`src/rtl/instruction_fetch_controller.sv`:
```
// instruction_fetch_controller
//   Owns the program counter and sequences a synchronous instruction memory
//   (one-cycle read latency). Each returned word is tagged with the PC it
//   came from and placed into a small fetch queue. The queue head is offered
//   to decode through a valid/ready handshake. Start/Halt control fetching;
//   a redirect reloads the PC and flushes everything that is stale.
//
//   state  | meaning
//   -------+---------------------------------------------------------------
//   IDLE   | after reset, no fetches issued; waiting for Start
//   FETCH  | issuing sequential fetches while queue credit is available
//   HALTED | no new fetches; in-flight response lands, queue keeps draining
//
// Ports
//   Clock, ResetN            clock, synchronous active-low reset
//   Start, Halt              run control (Halt wins over Start)
//   RedirectValid/Target     load PC (word aligned) and flush
//   MemReadEnable            read request this cycle
//   InstructionAddress       read address, always the current PC
//   Instruction              read data, one cycle after MemReadEnable
//   FetchValid/Instruction/PC  queue head towards decode (zero when empty)
//   FetchReady               decode accepts the head this cycle
//   Running                  state is FETCH
module instruction_fetch_controller #(
    parameter int                    ADDR_WIDTH  = 32,
    parameter logic [ADDR_WIDTH-1:0] RESET_PC    = '0,
    parameter int                    QUEUE_DEPTH = 2
) (
    input  logic                  Clock,
    input  logic                  ResetN,
    input  logic                  Start,
    input  logic                  Halt,
    input  logic                  RedirectValid,
    input  logic [ADDR_WIDTH-1:0] RedirectTarget,
    output logic                  MemReadEnable,
    output logic [ADDR_WIDTH-1:0] InstructionAddress,
    input  logic [31:0]           Instruction,
    output logic                  FetchValid,
    output logic [31:0]           FetchInstruction,
    output logic [ADDR_WIDTH-1:0] FetchPC,
    input  logic                  FetchReady,
    output logic                  Running
);

    localparam int PTR_W = $clog2(QUEUE_DEPTH);
    localparam int CNT_W = PTR_W + 1;

    typedef enum logic [1:0] {IDLE, FETCH, HALTED} state_t;

    state_t                state, state_next;
    logic [ADDR_WIDTH-1:0] pc;
    logic [ADDR_WIDTH-1:0] inflight_pc;
    logic                  inflight;

    logic [31:0]           q_instr [QUEUE_DEPTH];
    logic [ADDR_WIDTH-1:0] q_pc    [QUEUE_DEPTH];
    logic [PTR_W-1:0]      wr_ptr;
    logic [PTR_W-1:0]      rd_ptr;
    logic [CNT_W-1:0]      count;

    logic                  issue;
    logic                  push;
    logic                  pop;
    logic [CNT_W:0]        credit_used;
    logic [CNT_W:0]        credit_limit;

    always_comb begin
        state_next = state;
        case (state)
            IDLE:    if (Start && !Halt) state_next = FETCH;
            FETCH:   if (Halt)           state_next = HALTED;
            HALTED:  if (Start && !Halt) state_next = FETCH;
            default:                     state_next = IDLE;
        endcase
    end

    always_ff @(posedge Clock) begin
        if (!ResetN) state <= IDLE;
        else         state <= state_next;
    end

    assign FetchValid = (count != '0);
    assign pop        = FetchValid && FetchReady;

    // A slot being popped this cycle is free again by the time a fetch issued
    // now returns, so it counts as credit. Without it a two-entry queue could
    // only sustain one instruction every other cycle.
    assign credit_used  = {1'b0, count} + {{CNT_W{1'b0}}, inflight};
    assign credit_limit = (CNT_W+1)'(QUEUE_DEPTH) + {{CNT_W{1'b0}}, pop};

    assign issue = (state == FETCH) && !RedirectValid && (credit_used < credit_limit);

    // A response arriving in a redirect cycle belongs to the old stream.
    assign push  = inflight && !RedirectValid;

    assign MemReadEnable      = issue;
    assign InstructionAddress = pc;
    assign Running            = (state == FETCH);

    always_ff @(posedge Clock) begin
        if (!ResetN) begin
            pc          <= RESET_PC;
            inflight    <= 1'b0;
            inflight_pc <= '0;
        end else begin
            inflight <= issue;
            if (issue) inflight_pc <= pc;
            if (RedirectValid)
                pc <= {RedirectTarget[ADDR_WIDTH-1:2], 2'b00};
            else if (issue)
                pc <= pc + ADDR_WIDTH'(4);
        end
    end

    always_ff @(posedge Clock) begin
        if (!ResetN || RedirectValid) begin
            wr_ptr <= '0;
            rd_ptr <= '0;
            count  <= '0;
        end else begin
            if (push) wr_ptr <= wr_ptr + PTR_W'(1);
            if (pop)  rd_ptr <= rd_ptr + PTR_W'(1);
            count <= count + CNT_W'(push) - CNT_W'(pop);
        end
    end

    always_ff @(posedge Clock) begin
        if (push) begin
            q_instr[wr_ptr] <= Instruction;
            q_pc[wr_ptr]    <= inflight_pc;
        end
    end

    assign FetchInstruction = FetchValid ? q_instr[rd_ptr] : '0;
    assign FetchPC          = FetchValid ? q_pc[rd_ptr]    : '0;

endmodule
```
`config.mk`:
```
export PLATFORM = sky130hd
export DESIGN_NAME = instruction_fetch_controller
export DESIGN_NICKNAME = d
export VERILOG_FILES = /design/src/rtl/instruction_fetch_controller.sv
export SDC_FILE = /design/constraint.sdc
export NUM_CORES = 1
export LEC_CHECK = 0
export ABC_AREA = 1
export BUFFER_PORTS_ARGS = -buffer_cell sky130_fd_sc_hd__clkbuf_2
export CORE_MARGIN = 3
export CORE_UTILIZATION = 54
export DETAILED_ROUTE_END_ITERATION = 10
export PLACE_DENSITY = 0.79
export SLEW_MARGIN = 20
export SYNTH_ARGS = -nofsm -noshare
export SYNTH_HDL_FRONTEND = slang
export SYNTH_SLANG_ARGS = --single-unit
```
`constraint.sdc`:
```
create_clock -name Clock -period 8.8 [get_ports Clock]
set_input_delay 1.76 -clock Clock [delete_from_list [all_inputs] [get_ports Clock]]
set_output_delay 1.76 -clock Clock [all_outputs]
set_load 0.05 [all_outputs]
```
==> results by group <==
Cells and area
  • Syn-to-layout area delta: 18.1%
  • Share of layout cells above drive strength 1: 22.1%
  • Final non-filler cell total: 1203
  • Fin nets: 1081
  • Design area: 9660 um^2
  • Ant. Diodes: 0

Pwr
  • Power density cells: 194 nW/um^2
  • Worst vdd ir: 0.124 mV
  • Leak Pwr: 4.00 nW
  • Tot Pwr: 0.00187 W

Critical path
  • FF-to-FF Start: inflight$_SDFF_PN0_
  • CP endpoint kind: primary output
  • Startpoint Class: input port
  • CP Class: input port to primary output
  • Critical Path Start: RedirectValid
  • R2R setup slack: 6.55 ns
  • Critical path peak fanout: 33
  • Crit path arrival time: 3.04 ns
  • Crit Reg-Reg Endpoint: InstructionAddress[6]$_SDFFE_PN0P_
  • R2r worst-path depth: 8
  • Setup crit end: MemReadEnable
  • Crit path required time: 7.04 ns

Global routing
  • Global-route wire length before repair: 27800 um
  • Vias in the first global route: 5640
  • Total gr overflow: 0
  • GR Util All Layers: 21.1%
  • Initial antenna violation count: 0
  • Largest net degree at the start of global routing: 66

Timing
  • Final period util: 54.6%
  • Final hold vios: 0
  • Max Slew Vio Count: 0
  • Worst hold slack: 0.453 ns
  • Worst-Margin Slew: 1.07 ns
  • Unrepaired setup endpoints after global routing: no
  • Worst Skew: 0.00632 ns
  • Final setup vio count: 0
  • Final setup TNS: 0 ns
  • Relative slew slack: 28.8%
  • Max frequency: 208 MHz
  • Tmin final: 4.80 ns

Synthesis
  • Mapped Area: 8180 um^2
  • Most used DFF post-synth: edfxtp_1
  • Seq cells post-synth: 192
  • Synthesized instance count: 863
  • Synth area leaders: edfxtp_1, dfxtp_1, nand2_1, a21oi_1, o21ai_0
  • Syn_area_per_cell: 9.47 um^2
  • Synth top area share: 45.5%
  • Warnings from Yosys: 0
  • Async S/R FF share, synth: 0%
  • Post-synthesis sequential area ratio: 62.2%
  • Synth cell types: 33
  • Area leader, netlist: edfxtp_1
  • Number of synthesized flops with an enable pin: 124

Die
  • Die Wd: 129 um
  • Core ar.: 14700 um^2
  • Die Ht: 129 um
  • Ports: 169
  • Site Rows: 44
  • Starting Density: 55.6%
  • Die ar.: 16700 um^2

Placement
  • Gp weighted congestion: 0.897
  • Cell Area, Placed: 9050 um^2
  • HPWL Detailed: 11600 um
  • PortBufs: 162
  • Placed Cells incl. Taps: 1171

Clocking
  • CTS tree: yes
  • Maximum root-to-sink buffer count: 2
  • Clock Sink Count: 192
  • Post-CTS resize count: 0
  • Root Buffer Master: clkbuf_16
  • CTS buffer count: 17
  • Worst-skew pair later-pin latency: 0.42 ns
  • Cts hold-fix bufs: 0
  • Post-CTS setup buffer count: 0
  • Reg clk slew, reported paths: 0.06 ns
  • # H-tree levels: 4

Min path
  • HP Start: inflight_pc[28]$_SDFFE_PN0P_
  • Hold Crit Class: flop to flop

Routing
  • WL final: 17900 um
  • Post-route ant nets: 0
  • Pre-antenna DRT Iters: 5
  • Initial drt markers: 534
  • Wire per inst: 14.8 um
  • DR vias: 6259
  • DRC Markers: 0
  • Vias per cell: 5.20

Job
  • Max-cap viol count: 0

Outcome
  • Status: completed
[cell usage in the layout, fill, tap and decap left out, drive strengths merged]
master / Yosys / final
bufinv: 0 / 1
nor2: 49 / 49
o211ai: 3 / 3
nand3b: 1 / 1
xor2: 8 / 8
a21oi: 101 / 101
a21boi: 2 / 2
clkinv: 1 / 6
inv: 59 / 61
clkinvlp: 0 / 2
nand3: 37 / 37
clkbuf: 26 / 184
o21ai: 57 / 57
nor3: 9 / 9
nand2: 281 / 281
ha: 5 / 5
conb: 1 / 4
dfxtp: 68 / 68
buf: 19 / 4
xnor2: 3 / 3
a211oi: 2 / 2
edfxtp: 124 / 124
nand4: 5 / 5
or2: 2 / 2
[worst max-delay path, stage by stage]
cell and delay (ns):
clkbuf_2 0.40, nor3_4 0.34, nand2_4 0.18, clkinv_2 0.08, clkbuf_2 0.27
[stage by stage]
stage / setup slack (ns) / util [%]
6_report: 4.00 / 65.7
5_1_grt: 3.89 / 65.7
4_1_cts: 3.97 / 65.7
3_5_place_dp: 3.97 / 61.6
3_3_place_gp: 4.02 / 61.6
2_1_floorplan: 3.49 / -
[sequential cells by signal, summed over array words and instances, names as in the netlist, named ones only]
register and flops:
wr_ptr 1, q_instr 64, q_pc 60, inflight_pc 30, state 2, InstructionAddress 30
rd_ptr 1, count 2, inflight 1
[how the worst min path moves through the flow]
stage / depth (start not counted) / end / slack, ns
global route: 0 / q_pc[1][27]$_DFFE_PP_ / 0.46
floorplan: 0 / q_pc[0][10]$_DFFE_PP_ / 0.42
finish: 0 / q_pc[0][28]$_DFFE_PP_ / 0.45
detailed placement: 0 / q_pc[1][28]$_DFFE_PP_ / 0.43
global placement: 0 / q_pc[0][10]$_DFFE_PP_ / 0.43
CTS: 0 / q_pc[0][28]$_DFFE_PP_ / 0.45
[Yosys cell counts, types with 4 or more instances]
| library cell | n |
|---|---|
| xor2_1 | 8 |
| nor2_2 | 5 |
| nand3_1 | 37 |
| o21ai_0 | 55 |
| ha_1 | 5 |
| nor3_1 | 6 |
| a21oi_1 | 101 |
| nor2_1 | 38 |
| nor2_4 | 6 |
| buf_4 | 6 |
| edfxtp_1 | 124 |
| inv_1 | 55 |
| nand2_1 | 277 |
| inv_2 | 4 |
| buf_2 | 8 |
| dfxtp_1 | 68 |
| clkbuf_1 | 26 |
| nand4_1 | 5 |
| nand2_4 | 4 |
[report_power, final]
group | switching, W | internal (W) | leakage (nW)
combinational | 0.0000895 | 0.0000334 | 2.02
sequential | 0.0000160 | 0.000973 | 1.68
clock | 0.000319 | 0.000443 | 0.293
[metal layers]
layer / up-vias / share of wire [%] / routed length [um] / track usage [%]
met5: - / 0 / 0 / 0
met4: 0 / 1.2 / 212 / 6.30
met3: 17 / 7.5 / 1340 / 4.91
met2: 230 / 46 / 8190 / 32.8
met1: 2846 / 45 / 8120 / 30.0
li1: 3166 / - / - / -
[layout make-up]
type	instances	area [um^2]
clock buffers	22	508
clock inverters	10	96.3
fillers	1200	5040
inverters	60	228
multi-input cells	569	2670
flip-flops and latches	192	5090
well taps	184	230
repair buffers	166	841
[kinds of logic after synthesis]
| family | Yosys count | share of synthesized area, % |
|---|---|---|
| buffers and inverters | 105 | 5.51 |
| xor gates and xnor gates | 11 | 1.18 |
| DFF | 192 | 62.2 |
| AOI/OAI and AO/OA | 165 | 10.4 |
| adders and majority gates | 5 | 0.765 |
| and+or+nand+nor | 384 | 19.9 |
| other | 1 | 0.0459 |
Note: power is estimated with default switching activity, not from simulation.
